File: src/rtl/serial_adder_pkg.sv
// Shared types and constants for the bit-serial adder controller.
package serial_adder_pkg;

    // Controller states: waiting, shifting bits, presenting the result.
    typedef enum logic [1:0] {
        IDLE = 2'd0,
        RUN  = 2'd1,
        DONE = 2'd2
    } state_t;

    // Operand width used when the instantiating level does not override it.
    localparam int DEFAULT_WIDTH = 8;

endpackage : serial_adder_pkg

File: src/rtl/serial_adder_ctrl_full_adder.sv
// Single-bit full adder cell; the only arithmetic in the serial adder.
module full_adder (
    input  logic a,
    input  logic b,
    input  logic cin,
    output logic sum,
    output logic cout
);

    assign sum  = a ^ b ^ cin;
    assign cout = (a & b) | (a & cin) | (b & cin);

endmodule : full_adder

File: src/rtl/serial_adder_ctrl.sv
// Bit-serial adder: a + b + cin computed LSB first through one full-adder
// cell, one bit per clock, under an IDLE/RUN/DONE controller.
module serial_adder_ctrl
    import serial_adder_pkg::*;
#(
    parameter int WIDTH = DEFAULT_WIDTH
) (
    input  logic             clk,
    input  logic             rst_n,
    input  logic             start,
    input  logic [WIDTH-1:0] a,
    input  logic [WIDTH-1:0] b,
    input  logic             cin,
    output logic             busy,
    output logic             done,
    output logic [WIDTH-1:0] sum,
    output logic             cout,
    output logic             ovf
);

    // Counter only ever reaches WIDTH-1, so $clog2(WIDTH) bits never wrap.
    localparam int               CNT_W    = $clog2(WIDTH);
    localparam logic [CNT_W-1:0] CNT_LAST = CNT_W'(WIDTH - 1);
    localparam logic [CNT_W-1:0] CNT_ONE  = CNT_W'(1);

    state_t           state_r;
    logic [CNT_W-1:0] cnt_r;
    logic [WIDTH-1:0] a_sh_r;
    logic [WIDTH-1:0] b_sh_r;
    logic [WIDTH-1:0] sum_r;
    logic             carry_r;
    logic             busy_r;
    logic             done_r;
    logic             cout_r;
    logic             ovf_r;
    logic             fa_sum_s;
    logic             fa_cout_s;
    logic             last_bit_s;
    logic             accept_s;

    full_adder u_fa (
        .a    (a_sh_r[0]),
        .b    (b_sh_r[0]),
        .cin  (carry_r),
        .sum  (fa_sum_s),
        .cout (fa_cout_s)
    );

    assign last_bit_s = (cnt_r == CNT_LAST);
    assign accept_s   = (state_r == IDLE) && start;

    // Controller: state, bit counter and registered busy/done flags.
    always_ff @(posedge clk or negedge rst_n) begin
        if (!rst_n) begin
            state_r <= IDLE;
            cnt_r   <= '0;
            busy_r  <= 1'b0;
            done_r  <= 1'b0;
        end else begin
            case (state_r)
                IDLE: begin
                    done_r <= 1'b0;
                    if (start) begin
                        state_r <= RUN;
                        cnt_r   <= '0;
                        busy_r  <= 1'b1;
                    end else begin
                        busy_r  <= 1'b0;
                    end
                end
                RUN: begin
                    if (last_bit_s) begin
                        state_r <= DONE;
                        busy_r  <= 1'b0;
                        done_r  <= 1'b1;
                    end else begin
                        cnt_r   <= cnt_r + CNT_ONE;
                    end
                end
                DONE: begin
                    state_r <= IDLE;
                    busy_r  <= 1'b0;
                    done_r  <= 1'b0;
                end
                default: begin
                    state_r <= IDLE;
                    cnt_r   <= '0;
                    busy_r  <= 1'b0;
                    done_r  <= 1'b0;
                end
            endcase
        end
    end

    // Datapath: operand shift registers, carry chain and result capture.
    always_ff @(posedge clk or negedge rst_n) begin
        if (!rst_n) begin
            a_sh_r  <= '0;
            b_sh_r  <= '0;
            sum_r   <= '0;
            carry_r <= 1'b0;
            cout_r  <= 1'b0;
            ovf_r   <= 1'b0;
        end else if (accept_s) begin
            a_sh_r  <= a;
            b_sh_r  <= b;
            carry_r <= cin;
        end else if (state_r == RUN) begin
            a_sh_r  <= {1'b0, a_sh_r[WIDTH-1:1]};
            b_sh_r  <= {1'b0, b_sh_r[WIDTH-1:1]};
            sum_r   <= {fa_sum_s, sum_r[WIDTH-1:1]};
            carry_r <= fa_cout_s;
            if (last_bit_s) begin
                // carry_r here is the carry into the MSB.
                cout_r <= fa_cout_s;
                ovf_r  <= carry_r ^ fa_cout_s;
            end else begin
                cout_r <= cout_r;
                ovf_r  <= ovf_r;
            end
        end else begin
            a_sh_r  <= a_sh_r;
            b_sh_r  <= b_sh_r;
            carry_r <= carry_r;
        end
    end

    assign busy = busy_r;
    assign done = done_r;
    assign sum  = sum_r;
    assign cout = cout_r;
    assign ovf  = ovf_r;

endmodule : serial_adder_ctrl

File: config.mk
export PLATFORM = sky130hd
export DESIGN_NAME = serial_adder_ctrl
export DESIGN_NICKNAME = d
export VERILOG_FILES = /design/src/rtl/serial_adder_pkg.sv /design/src/rtl/serial_adder_ctrl_full_adder.sv /design/src/rtl/serial_adder_ctrl.sv
export SDC_FILE = /design/constraint.sdc
export NUM_CORES = 1
export LEC_CHECK = 0
export CORE_UTILIZATION = 51
export CTS_CLUSTER_DIAMETER = 80
export DETAILED_ROUTE_END_ITERATION = 6
export HOLD_SLACK_MARGIN = 0.12
export PLACE_DENSITY = 0.79
export SLEW_MARGIN = 30
export SYNTH_ARGS = -nofsm -noshare
export SYNTH_HDL_FRONTEND = slang
export SYNTH_SLANG_ARGS = --single-unit
export TNS_END_PERCENT = 30
File: constraint.sdc
create_clock -name clk -period 1.9 [get_ports clk]
set_input_delay 0.38 -clock clk [delete_from_list [all_inputs] [get_ports clk]]
set_output_delay 0.38 -clock clk [all_outputs]
set_load 0.005 [all_outputs]
# Word level (Yosys, flattened, before mapping)
# Index checks and enable logic that the tools add are counted.
# totals
reg_bits	34
input_bits	20
# op_classes
n_addsub	1
n_eq_ne	6
n_mux	17
bitwise	10
n_reduce_logical	7
# op_table
operator	count
8-bit 2-to-1 mux	4
3-bit one-hot mux with 3 select lines	1
1-bit 2-to-1 mux	6
3-bit 2-to-1 mux	2
2-bit inequality test, second input constant	3
3-bit AND reduction	2
2-bit 2-to-1 mux	2
2-bit one-hot mux with 2 select lines	1
2-bit AND reduction	2
3-bit by 1-bit adder with 3-bit output, second input constant	1
1-bit bitwise AND	3
3-bit == test, second input constant	1
1-bit bitwise XOR	3
2-bit by 1-bit == test with 1-bit output, second input constant	1
2-bit == test, second input constant	1
2-bit logical NOT	1
1-bit inverter	2
1-bit OR	2
1-bit one-hot mux with 2 select lines	1
2-bit nonzero test	1
1-bit logical AND	1

# Logic depth before layout (Yosys ltp)
# depth
word_depth	5
mapped_depth	5

# Modules after synthesis
# From an unflattened synthesis, not the netlist that was laid out.
# unflattened
hier_cells	149
hier_area_um2	1549.0
# by_module_without_submodules
mod	instances	cells_each	area_per_inst_um2
serial_adder_ctrl	1	148	1529.0
full_adder	1	1	20.0

# Worst setup path after synthesis
# OpenSTA, ideal clock, no wires.
# synth_timing
kind	reg-to-reg
startpoint	register cnt_r[0]
endpoint	register cout_r (netlist: cout)
setup_ns	0.125
arrival_ns	1.422
t_required_ns	1.775
slack_ns	0.352
path_stages_with_launch	6
n_path_buf	1
synth_period_minus_slack_ns	1.548
path_cell_list	dfrtp_1 -> ha_1 -> ha_1 -> clkbuf_1 -> and3b_4 -> mux2_4
# synth_via
elab_chain_len	2
# synth_lines
item	line	source
from (decl)	serial_adder_ctrl.sv:27	logic [CNT_W-1:0] cnt_r;
from (signal assigned)	serial_adder_ctrl.sv:77	cnt_r <= cnt_r + CNT_ONE;
3-bit == test	serial_adder_ctrl.sv:49	assign last_bit_s = (cnt_r == CNT_LAST);
3-bit AND reduction (no source line)	--	
to (signal assigned)	serial_adder_ctrl.sv:115	cout_r <= fa_cout_s;
to (signal assigned)	serial_adder_ctrl.sv:118	cout_r <= cout_r;
to (decl)	serial_adder_ctrl.sv:34	logic cout_r;
# No other way between the ends.
# A chain may end at the register's enable or synchronous reset.

# Worst setup path in the final report
# layout_timing
startpoint	register sum_r[3] (netlist: sum[3])
endpoint	output sum[3]
# layout_rtl
item	line	source
from (decl)	serial_adder_ctrl.sv:30	logic [WIDTH-1:0] sum_r;
from (signal assigned)	serial_adder_ctrl.sv:111	sum_r <= {fa_sum_s, sum_r[WIDTH-1:1]};
to (decl)	serial_adder_ctrl.sv:16	output logic [WIDTH-1:0] sum,
# No word-level cell between the ends.

==> impl_results.md <==
* Top cells by area, synth: dfrtp_1 (52%), o221a_2 (9.0%), or4b_1 (8.0%)
* Root buf cell: clkbuf_4
* Post-route ant nets at 0
* Initial core utilization at 53.6%
* RSZ-0062 raised after global routing: no
* Max Fanout on Critical Path at 3
* Worst setup SP type: flip-flop
* Crit. path cell count at 1
* Vias per inst at 5.66
* Worst VDD drop at 0.942 mV
* First-pass DRT Iterations at 4
* Final wirelength at 3100 um
* Pint at 2.07 mW
* Grt total ovfl at 0
* Hold buffers post-CTS at 0
* Worst slack, placed at -0.0405 ns
* Die ar. at 3410 um^2
* Synth Cell Area at 1620 um^2
* DRC viols at 0
* Seq/Total Area, Yosys at 52.5%
* Worst hold path type: in2async
* Post-synth top flop: dfrtp_1
* Mapped Cells at 119
* Mapped Nets at 142
* Core area at 3030 um^2
* Clock power frac at 13.4%
* Die Span X at 58.4 um
* Layout cell share with drive strength beyond 1 at 21.7%
* # Max-Cap Violations at 0
* Yosys cell types at 30
* Crit path launch: sum[3]
* Status: finished clean
* # resized after CTS at 0
* Logic gate share of total power at 43.9%
* YS warnings at 0
* Slew Viols, Final at 0
* CTS tree: done
* Leakage at 0.837 nW
* Largest net degree at the start of global routing at 35
* Reg2reg path depth at 4
* CP Capture Type: primary output
* Clk_lat worst skew at 0.33 ns
* Slowest stage delay, CP at 0.51 ns
* Actual slew at the worst max-slew pin at 0.454 ns
* Clock Skew at 0.00744 ns
* Worst Path Arrival at 1.23 ns
* ANT cells at 0
* PwrDens at 1510 nW/um^2
* Area Overhead vs Synth at 24.5%
* CP required at 1.52 ns
* Routability cong. at 0.743
* R2R Setup Slk at 0.35 ns
* Tcrit/Tclk final at 84.6%
* # nets final at 174
* Initial antenna violation count at 0
* Largest area contributor in the netlist: dfrtp_1
* Placed cells at 188
* Final setup violation count at 0
* CP Capture Point: sum[3]
* Crit-path slowest cell: clkdlybuf4s50_1
* CP Buf/Inv Count at 1
* Worst setup path class: reg2out
* Rel. slew slack at 69.7%
* First-pass GRT wire length at 5300 um
* Total GRT Usage at 21.0%
* Clock Sinks at 34
* R2r endpoint: ovf
* # port buffers at 31
* DR iter-0 viols at 22
* Sw frac at 31.8%
* H-Tree Depth at 2
* Most common cell in the netlist: dfrtp_1
* P_sw at 968 uW
* Top cell family by delay on the critical path: buffers and inverters
* Minimum clock period at 1.61 ns
* Wirelength per Cell at 15.8 um
* Asr flop ratio synth at 100%
* Number of global-route vias before repair at 1129
* Max clock buf depth at 2
* DP HPWL at 2200 um
* Post-Syn Area per Cell at 13.6 um^2
* Post-CTS setup buffers at 0
* Worst r2r src: cnt_r[0]
* Sequential power share at 42.7%
* Num CTS Buffers at 5
* Synth cell count leaders: dfrtp_1 (34), o221a_2 (13), or4b_1 (13)
* Non-filler cells, final at 196
* Fillers at 248
* Number of synthesized flops with an enable pin at 0
* Fin. Hold Viols at 0
* Vias at 1109
* Worst path cell trace: clkdlybuf4s50_1
* Flop and latch count out of synthesis at 34
* Cell Rows at 20
* Final setup margin at 0.292 ns
* I/O Pins at 32
* Chip height at 58.4 um
* Achievable Freq at 622 MHz
* Synth top area share at 52.5%
* Clk pin slew, worst setup/hold paths at 0.10 ns
## placed cells by master (no fill, tap or decap), drive strengths merged
master / instances
clkdlybuf4s50: 31
buf: 6
ha: 2
nand3b: 1
nor2: 2
o32ai: 3
a32o: 1
dfrtp: 34
nor4bb: 1
a211o: 1
a21oi: 2
xor2: 2
and3b: 1
mux2: 10
o21bai: 1
nor3b: 3
or4b: 13
mux2i: 2
nand2b: 2
clkbuf: 7
fa: 1
nor2b: 1
nor4b: 2
o221a: 13
a211oi: 2
o21ba: 1
inv: 6
clkinv: 1
## metal layers
layer | wire (um) | up-vias | track usage [%]
met3 | 128 | 2 | 6.81
met5 | 0 | - | 0
met2 | 1560 | 23 | 33.3
met4 | 17 | 0 | 7.14
met1 | 1390 | 560 | 27.2
li1 | - | 524 | -
## flip-flops by register name, summed over array words and instances, names as in the netlist
| name | flops |
|---|---|
| a_sh_r | 8 |
| b_sh_r | 8 |
| busy | 1 |
| carry_r | 1 |
| cnt_r | 3 |
| cout | 1 |
| done | 1 |
| ovf | 1 |
| state_r | 2 |
| sum | 8 |
## power by group through the flow
stage	registers, mW	logic [mW]	clock network (mW)
after CTS	1.31	1.35	0.416
after detailed placement	1.32	1.35	0
after global routing	1.34	1.46	0.451
after floorplan	1.27	0.906	0
after global placement	1.29	1.27	0
final	1.30	1.33	0.408
## worst min-delay path by stage
| stage | from | to | slack (ns) | cells after the start |
|---|---|---|---|---|
| floorplan | rst_n | a_sh_r[0] | 0.08 | 0 |
| global placement | sum[0] | sum[0] | 0.48 | 1 |
| detailed placement | sum[0] | sum[0] | 0.48 | 1 |
| CTS | rst_n | a_sh_r[6] | 0.46 | 2 |
| global route | rst_n | b_sh_r[1] | 0.47 | 2 |
| finish | rst_n | b_sh_r[1] | 0.44 | 2 |
## layout make-up
type	count	area [um^2]	share of cell area, %
Sequential cell	34	851	42.2
Multi-Input combinational cell	67	674	33.4
Timing Repair Buffer	37	355	17.6
Clock buffer	7	55.1	2.73
Tap cell	44	55.1	2.73
Inverter	6	22.5	1.12
Clock inverter	1	5.00	0.248
## metrics by stage
stage / util [%] / hold WS, ns / power (mW) / instance area [um^2] / setup TNS, ns
floorplan: - / 0.0844 / 2.17 / 1620 / 0
global placement: 64.7 / 0.477 / 2.56 / 1960 / 0
detailed placement: 64.7 / 0.481 / 2.66 / 1960 / -0.420
CTS: 66.7 / 0.459 / 3.07 / 2020 / 0
global route: 66.7 / 0.469 / 3.26 / 2020 / 0
finish: 66.7 / 0.444 / 3.04 / 2020 / 0
## logic make-up (layout without fill, tap and decap cells)
family                   count (synthesis)  after routing  synth area share [%]
flip-flops                              34             34                  52.5
adder cells (fa/ha/maj)                  3              3                  2.78
XOR/XNOR                                 2              2                  1.08
AND/OR/NAND/NOR                         26             26                  14.0
AO/OA/AOI/OAI                           24             24                  14.4
buffers and inverters                   18             51                  5.94
multiplexers                            12             12                  9.34
Power figures use the tool's default switching activity.
